$ cat config.mk
export PLATFORM = sky130hd
export DESIGN_NAME = matmul_sequencer
export DESIGN_NICKNAME = d
export VERILOG_FILES = /design/src/rtl/matmul_pkg.sv /design/src/rtl/mac_unit.sv /design/src/rtl/matmul_sequencer.sv
export SDC_FILE = /design/constraint.sdc
export NUM_CORES = 1
export LEC_CHECK = 0
export CAP_MARGIN = 20
export CORE_MARGIN = 5
export CORE_UTILIZATION = 43
export DETAILED_ROUTE_END_ITERATION = 16
export MAX_ROUTING_LAYER = met4
export PLACE_DENSITY = 0.59
export RECOVER_POWER = 100
export SYNTH_ARGS = -nofsm -noshare
export SYNTH_HDL_FRONTEND = slang
export SYNTH_SLANG_ARGS = --single-unit
$ cat constraint.sdc
create_clock -name clk_i -period 6.4 [get_ports clk_i]
set_input_delay 0.96 -clock clk_i [delete_from_list [all_inputs] [get_ports clk_i]]
set_output_delay 0.96 -clock clk_i [all_outputs]
set_load 0.03 [all_outputs]
$ cat src/rtl/matmul_pkg.sv
// Shared types and helpers for the resource-shared matrix-multiply sequencer.
package matmul_pkg;

  typedef enum logic [2:0] {
    StIdle,
    StIssue,
    StLast,
    StOut,
    StFin
  } mm_state_e;

  // Address/counter width that never collapses to zero bits.
  function automatic int unsigned addr_width(input int unsigned x);
    return (x <= 1) ? 1 : $clog2(x);
  endfunction

endpackage

$ cat src/rtl/mac_unit.sv
// Signed multiply-accumulate with a registered, sign-extended accumulator.
module mac_unit #(
  parameter int unsigned DATA_W = 16,
  parameter int unsigned ACC_W  = 34
) (
  input  logic              clk_i,
  input  logic              rst_ni,
  input  logic              clr_i,
  input  logic              en_i,
  input  logic [DATA_W-1:0] a_i,
  input  logic [DATA_W-1:0] b_i,
  output logic [ACC_W-1:0]  acc_o
);

  logic signed [2*DATA_W-1:0] prod;
  logic        [ACC_W-1:0]    prod_ext;
  logic        [ACC_W-1:0]    acc_d, acc_q;

  assign prod     = $signed(a_i) * $signed(b_i);
  assign prod_ext = {{(ACC_W - 2*DATA_W){prod[2*DATA_W-1]}}, prod};

  // Clear has priority; the sequencer never asserts both in the same cycle.
  always_comb begin
    acc_d = acc_q;
    if (clr_i) begin
      acc_d = '0;
    end else if (en_i) begin
      acc_d = acc_q + prod_ext;
    end
  end

  always_ff @(posedge clk_i or negedge rst_ni) begin
    if (!rst_ni) begin
      acc_q <= '0;
    end else begin
      acc_q <= acc_d;
    end
  end

  assign acc_o = acc_q;

endmodule

$ cat src/rtl/matmul_sequencer.sv
// C = A*B computed one element at a time through a single shared MAC,
// with operand read scheduling and a valid/ready result port.
module matmul_sequencer
  import matmul_pkg::*;
#(
  parameter int unsigned M      = 2,
  parameter int unsigned N      = 2,
  parameter int unsigned P      = 2,
  parameter int unsigned DATA_W = 16,
  parameter int unsigned ACC_W  = 2*DATA_W + $clog2(N) + 1,
  localparam int unsigned AA_W  = addr_width(M*N),
  localparam int unsigned BA_W  = addr_width(N*P),
  localparam int unsigned CA_W  = addr_width(M*P)
) (
  input  logic              clk_i,
  input  logic              rst_ni,
  input  logic              start_i,
  output logic              busy_o,
  output logic              done_o,
  output logic              rd_en_o,
  output logic [AA_W-1:0]   a_addr_o,
  output logic [BA_W-1:0]   b_addr_o,
  input  logic [DATA_W-1:0] a_data_i,
  input  logic [DATA_W-1:0] b_data_i,
  output logic              res_valid_o,
  input  logic              res_ready_i,
  output logic [CA_W-1:0]   res_addr_o,
  output logic [ACC_W-1:0]  res_data_o
);

  localparam int unsigned IW = addr_width(M);
  localparam int unsigned JW = addr_width(P);
  localparam int unsigned KW = addr_width(N);

  mm_state_e     state_d, state_q;
  logic [IW-1:0] i_d, i_q;
  logic [JW-1:0] j_d, j_q;
  logic [KW-1:0] k_d, k_q;
  logic          dvalid_q;
  logic          acc_clr;
  logic          rd_en;

  always_comb begin
    state_d     = state_q;
    i_d         = i_q;
    j_d         = j_q;
    k_d         = k_q;
    acc_clr     = 1'b0;
    rd_en       = 1'b0;
    busy_o      = 1'b0;
    done_o      = 1'b0;
    res_valid_o = 1'b0;

    unique case (state_q)
      StIdle: begin
        if (start_i) begin
          state_d = StIssue;
          i_d     = '0;
          j_d     = '0;
          k_d     = '0;
          acc_clr = 1'b1;
        end
      end
      StIssue: begin
        busy_o = 1'b1;
        rd_en  = 1'b1;
        if (k_q == KW'(N - 1)) begin
          state_d = StLast;
        end else begin
          k_d = k_q + KW'(1);
        end
      end
      // Last operand pair lands this cycle; no new reads.
      StLast: begin
        busy_o  = 1'b1;
        state_d = StOut;
      end
      StOut: begin
        busy_o      = 1'b1;
        res_valid_o = 1'b1;
        if (res_ready_i) begin
          if (i_q == IW'(M - 1) && j_q == JW'(P - 1)) begin
            state_d = StFin;
          end else begin
            state_d = StIssue;
            k_d     = '0;
            acc_clr = 1'b1;
            if (j_q == JW'(P - 1)) begin
              j_d = '0;
              i_d = i_q + IW'(1);
            end else begin
              j_d = j_q + JW'(1);
            end
          end
        end
      end
      StFin: begin
        done_o  = 1'b1;
        state_d = StIdle;
      end
      default: state_d = StIdle;
    endcase
  end

  always_ff @(posedge clk_i or negedge rst_ni) begin
    if (!rst_ni) begin
      state_q  <= StIdle;
      i_q      <= '0;
      j_q      <= '0;
      k_q      <= '0;
      dvalid_q <= 1'b0;
    end else begin
      state_q  <= state_d;
      i_q      <= i_d;
      j_q      <= j_d;
      k_q      <= k_d;
      dvalid_q <= rd_en;
    end
  end

  assign rd_en_o    = rd_en;
  assign a_addr_o   = AA_W'(32'(i_q) * N + 32'(k_q));
  assign b_addr_o   = BA_W'(32'(k_q) * P + 32'(j_q));
  assign res_addr_o = CA_W'(32'(i_q) * P + 32'(j_q));

  mac_unit #(
    .DATA_W(DATA_W),
    .ACC_W (ACC_W)
  ) u_mac (
    .clk_i (clk_i),
    .rst_ni(rst_ni),
    .clr_i (acc_clr),
    .en_i  (dvalid_q),
    .a_i   (a_data_i),
    .b_i   (b_data_i),
    .acc_o (res_data_o)
  );

endmodule

==> impl_metrics.tcl <==
set metrics [dict create \
    status "complete, but fails checks" \
    violations "capacitance limit, slew limit, setup timing" \
    syn_area_um2 13200 \
    die_y_um 185 \
    synth_seq_cells 41 \
    max_slew_margin -0.427 \
    critical_path.max_stage_delay_ps 560 \
    start_util 0.434 \
    synthDistinctLibCells 68 \
    drt_iter0_drc 568 \
    fin_setup_tns_ps -20960 \
    crit_type "in -> reg" \
    antenna_found_initial 0 \
    cts_buffers 5 \
    r2r_end "u_mac.acc_o[30]$_DFFE_PN0P_" \
    rows 64 \
    final_max_slew_viol_count 38 \
    fmax_ghz 0.129 \
    gp_congestion 0.849 \
    grt_max_degree 42 \
    dieArea_um2 34300 \
    synth_area_per_cell_um2 8.89 \
    synth_top_area_share 0.399 \
    dp_hpwl_um 28900 \
    arrival_ps 7920 \
    grt_pass1_vias 12300 \
    rsz0062_at_grt "true" \
    drt-total-wl_um 37500 \
    hold_viol 0 \
    ys_seq_area_frac 0.0777 \
    worst_pin_slew_ps 2140 \
    cap_violations 1 \
    drc_errors 0 \
    fp.dieW_um 185 \
    setup_viol 23 \
    rr_startpoint "u_mac.acc_o[0]$_DFFE_PN0P_" \
    r2r_cells 12 \
    grt_overflow 0 \
    cts_tree "done" \
    netlist_instances 1485 \
    cts_sinks 41 \
    ys_top_cells_by_area "fa_1 (40%), ha_1 (11%), inv_1 (8.6%)" \
    fp.coreArea_um2 30400 \
    crit_end "u_mac.acc_o[33]$_DFFE_PN0P_" \
    synth.net_count 1900 \
    antenna_left 0 \
    synth_edf_count 0 \
    vias 11400 \
    wl_per_cell_um 16.8 \
    clkLatencyLatePin_ps 290 \
    register_area_um2 1030 \
    clkSlewWorstSetupHoldPaths_ps 60 \
    dp_cells 2158 \
    period_share 1.21 \
    grt_usage 0.233 \
    endpoint_kind "flop" \
    root_buffer "clkbuf_16" \
    area_growth_pct 40.8 \
    multi_input_area_um2 12000 \
    dr.pass1.iters 5 \
    critPathMostFrequentCell "fa_1" \
    finClkSkew_ps 4.50 \
    hold_class "in -> async" \
    slowest_stage "fa_1" \
    yosysTopAreaCell "fa_1" \
    instances_no_fill 2236 \
    grt_pass1_wl_um 62700 \
    fin_nets 2254 \
    io_buffers 79 \
    ys_async_sr_fraction 1.00 \
    ys.flop_type "dfrtp_1" \
    holdBufCountCts 0 \
    vias_per_cell 5.08 \
    num_antenna_cells 0 \
    drive_above_1_share 0.333 \
    r2r_slack_ps 3380 \
    crit_start "b_data_i[6]" \
    n_fill_cell 2547 \
    finalCriticalPeriod_ps 7740 \
    cts_max_path_buffers 2 \
    cts_max_level 2 \
    worst-path-max-fanout 5 \
    critical_path_required_ps 6580 \
    io_pins 80 \
    cp-start-kind "primary input" \
    yosysWarnings 0 \
    setup_ws_ps -1340 \
]
layout make-up:
| type | instances | share of cell area |
|---|---|---|
| Timing Repair Buffer | 398 | 0.203 |
| Clock buffer | 7 | 0.00768 |
| Sequential cell | 41 | 0.0552 |
| Clock inverter | 1 | 0.00162 |
| Inverter | 303 | 0.0615 |
| Tap cell | 396 | 0.0267 |
| Multi-Input combinational cell | 1090 | 0.645 |
per-stage QoR:
| step | instance area, um2 | setup WS (ps) | hold slack (ps) | utilization |
|---|---|---|---|---|
| finish | 18600 | -1340 | 532 | 0.611 |
| CTS | 18100 | -1290 | 555 | 0.595 |
| global route | 18600 | -1600 | 553 | 0.611 |
| global placement | 16600 | -1980 | 535 | 0.545 |
| detailed placement | 16600 | -2110 | 533 | 0.545 |
| floorplan | 13600 | -1100 | 512 | - |
sequential cells by signal, indices dropped and copies added, names as in the netlist:
signal       flops
dvalid_q         1
i_q              1
j_q              1
k_q              1
state_q          3
u_mac.acc_o     34
critical path, delay by kind of cell:
family          cells  cell delay (ps)
fa+ha+maj           8             3570
compound gates      9             1750
simple gates        6              910
buf+inv             7              590
xor+xnor            1              140
repair_timing:
item,4_1_cts,5_1_grt
pin swaps,174,136
buffers inserted,51,19
resized for setup,307,150
endpoints found under the setup margin,26,26
gates cloned,12,0
synthesized netlist by cell type, types with 3 or more instances:
library cell / instances
a211oi_1: 8
a21boi_0: 4
a21o_1: 21
a21oi_1: 52
a31oi_1: 12
and2_1: 115
and3_1: 8
buf_4: 7
clkbuf_1: 39
dfrtp_1: 41
fa_1: 263
ha_1: 116
inv_1: 303
mux2i_1: 13
nand2_1: 173
nand2b_1: 14
nand3_1: 10
nand3b_1: 3
nand4_1: 7
nor2_1: 75
nor2b_1: 7
nor3_1: 19
o211ai_1: 5
o21a_1: 10
o21ai_0: 40
o21ai_1: 7
o21bai_1: 8
o22ai_1: 3
xnor2_1: 40
xor2_1: 14
worst min path at each step:
stage / from / end / slack, ps / depth (start not counted)
2_1_floorplan: i_q$_DFFE_PN0P_ / i_q$_DFFE_PN0P_ / 510 / 2
3_3_place_gp: u_mac.acc_o[31]$_DFFE_PN0P_ / u_mac.acc_o[31]$_DFFE_PN0P_ / 540 / 1
3_5_place_dp: u_mac.acc_o[31]$_DFFE_PN0P_ / u_mac.acc_o[31]$_DFFE_PN0P_ / 530 / 1
4_1_cts: u_mac.acc_o[31]$_DFFE_PN0P_ / u_mac.acc_o[31]$_DFFE_PN0P_ / 550 / 1
5_1_grt: rst_ni / u_mac.acc_o[28]$_DFFE_PN0P_ / 550 / 1
6_report: rst_ni / u_mac.acc_o[30]$_DFFE_PN0P_ / 530 / 1
cells by family (layout without fill, tap and decap cells):
family                     count (synthesis)  in the layout  share of synthesized area
and+or+nand+nor                          448            448                      0.165
adders and majority gates                379            379                      0.509
buffers and inverters                    354            709                      0.105
AOI/OAI and AO/OA                        195            195                     0.0966
xor gates and xnor gates                  54             54                     0.0358
DFF                                       41             41                     0.0777
muxes                                     14             14                     0.0107
cells in the final DEF (no fill, tap or decap), drive strengths merged, types with 3 or more instances in the layout:
master	n
a211oi	9
a21boi	5
a21o	23
a21oi	53
a31o	3
a31oi	12
and2	115
and3	10
buf	335
bufbuf	3
clkbuf	18
dfrtp	41
dlygate4sd3	45
fa	263
ha	116
inv	303
mux2i	13
nand2	173
nand2b	14
nand3	10
nand3b	3
nand4	7
nor2	76
nor2b	8
nor3	19
o211ai	6
o21a	10
o21ai	47
o21bai	8
o22ai	3
or3	3
xnor2	40
xor2	14
per-layer routing:
metal	vias up	global-route usage	wire length, um
met2	255	0.391	19100
met3	62	0.0277	1490
met1	5735	0.306	16100
met5	-	-	0
li1	5300	-	-
met4	0	0.0549	856
Power is not shown: default switching activity piles up to over one toggle a cycle in this logic, so the estimate is an artifact.
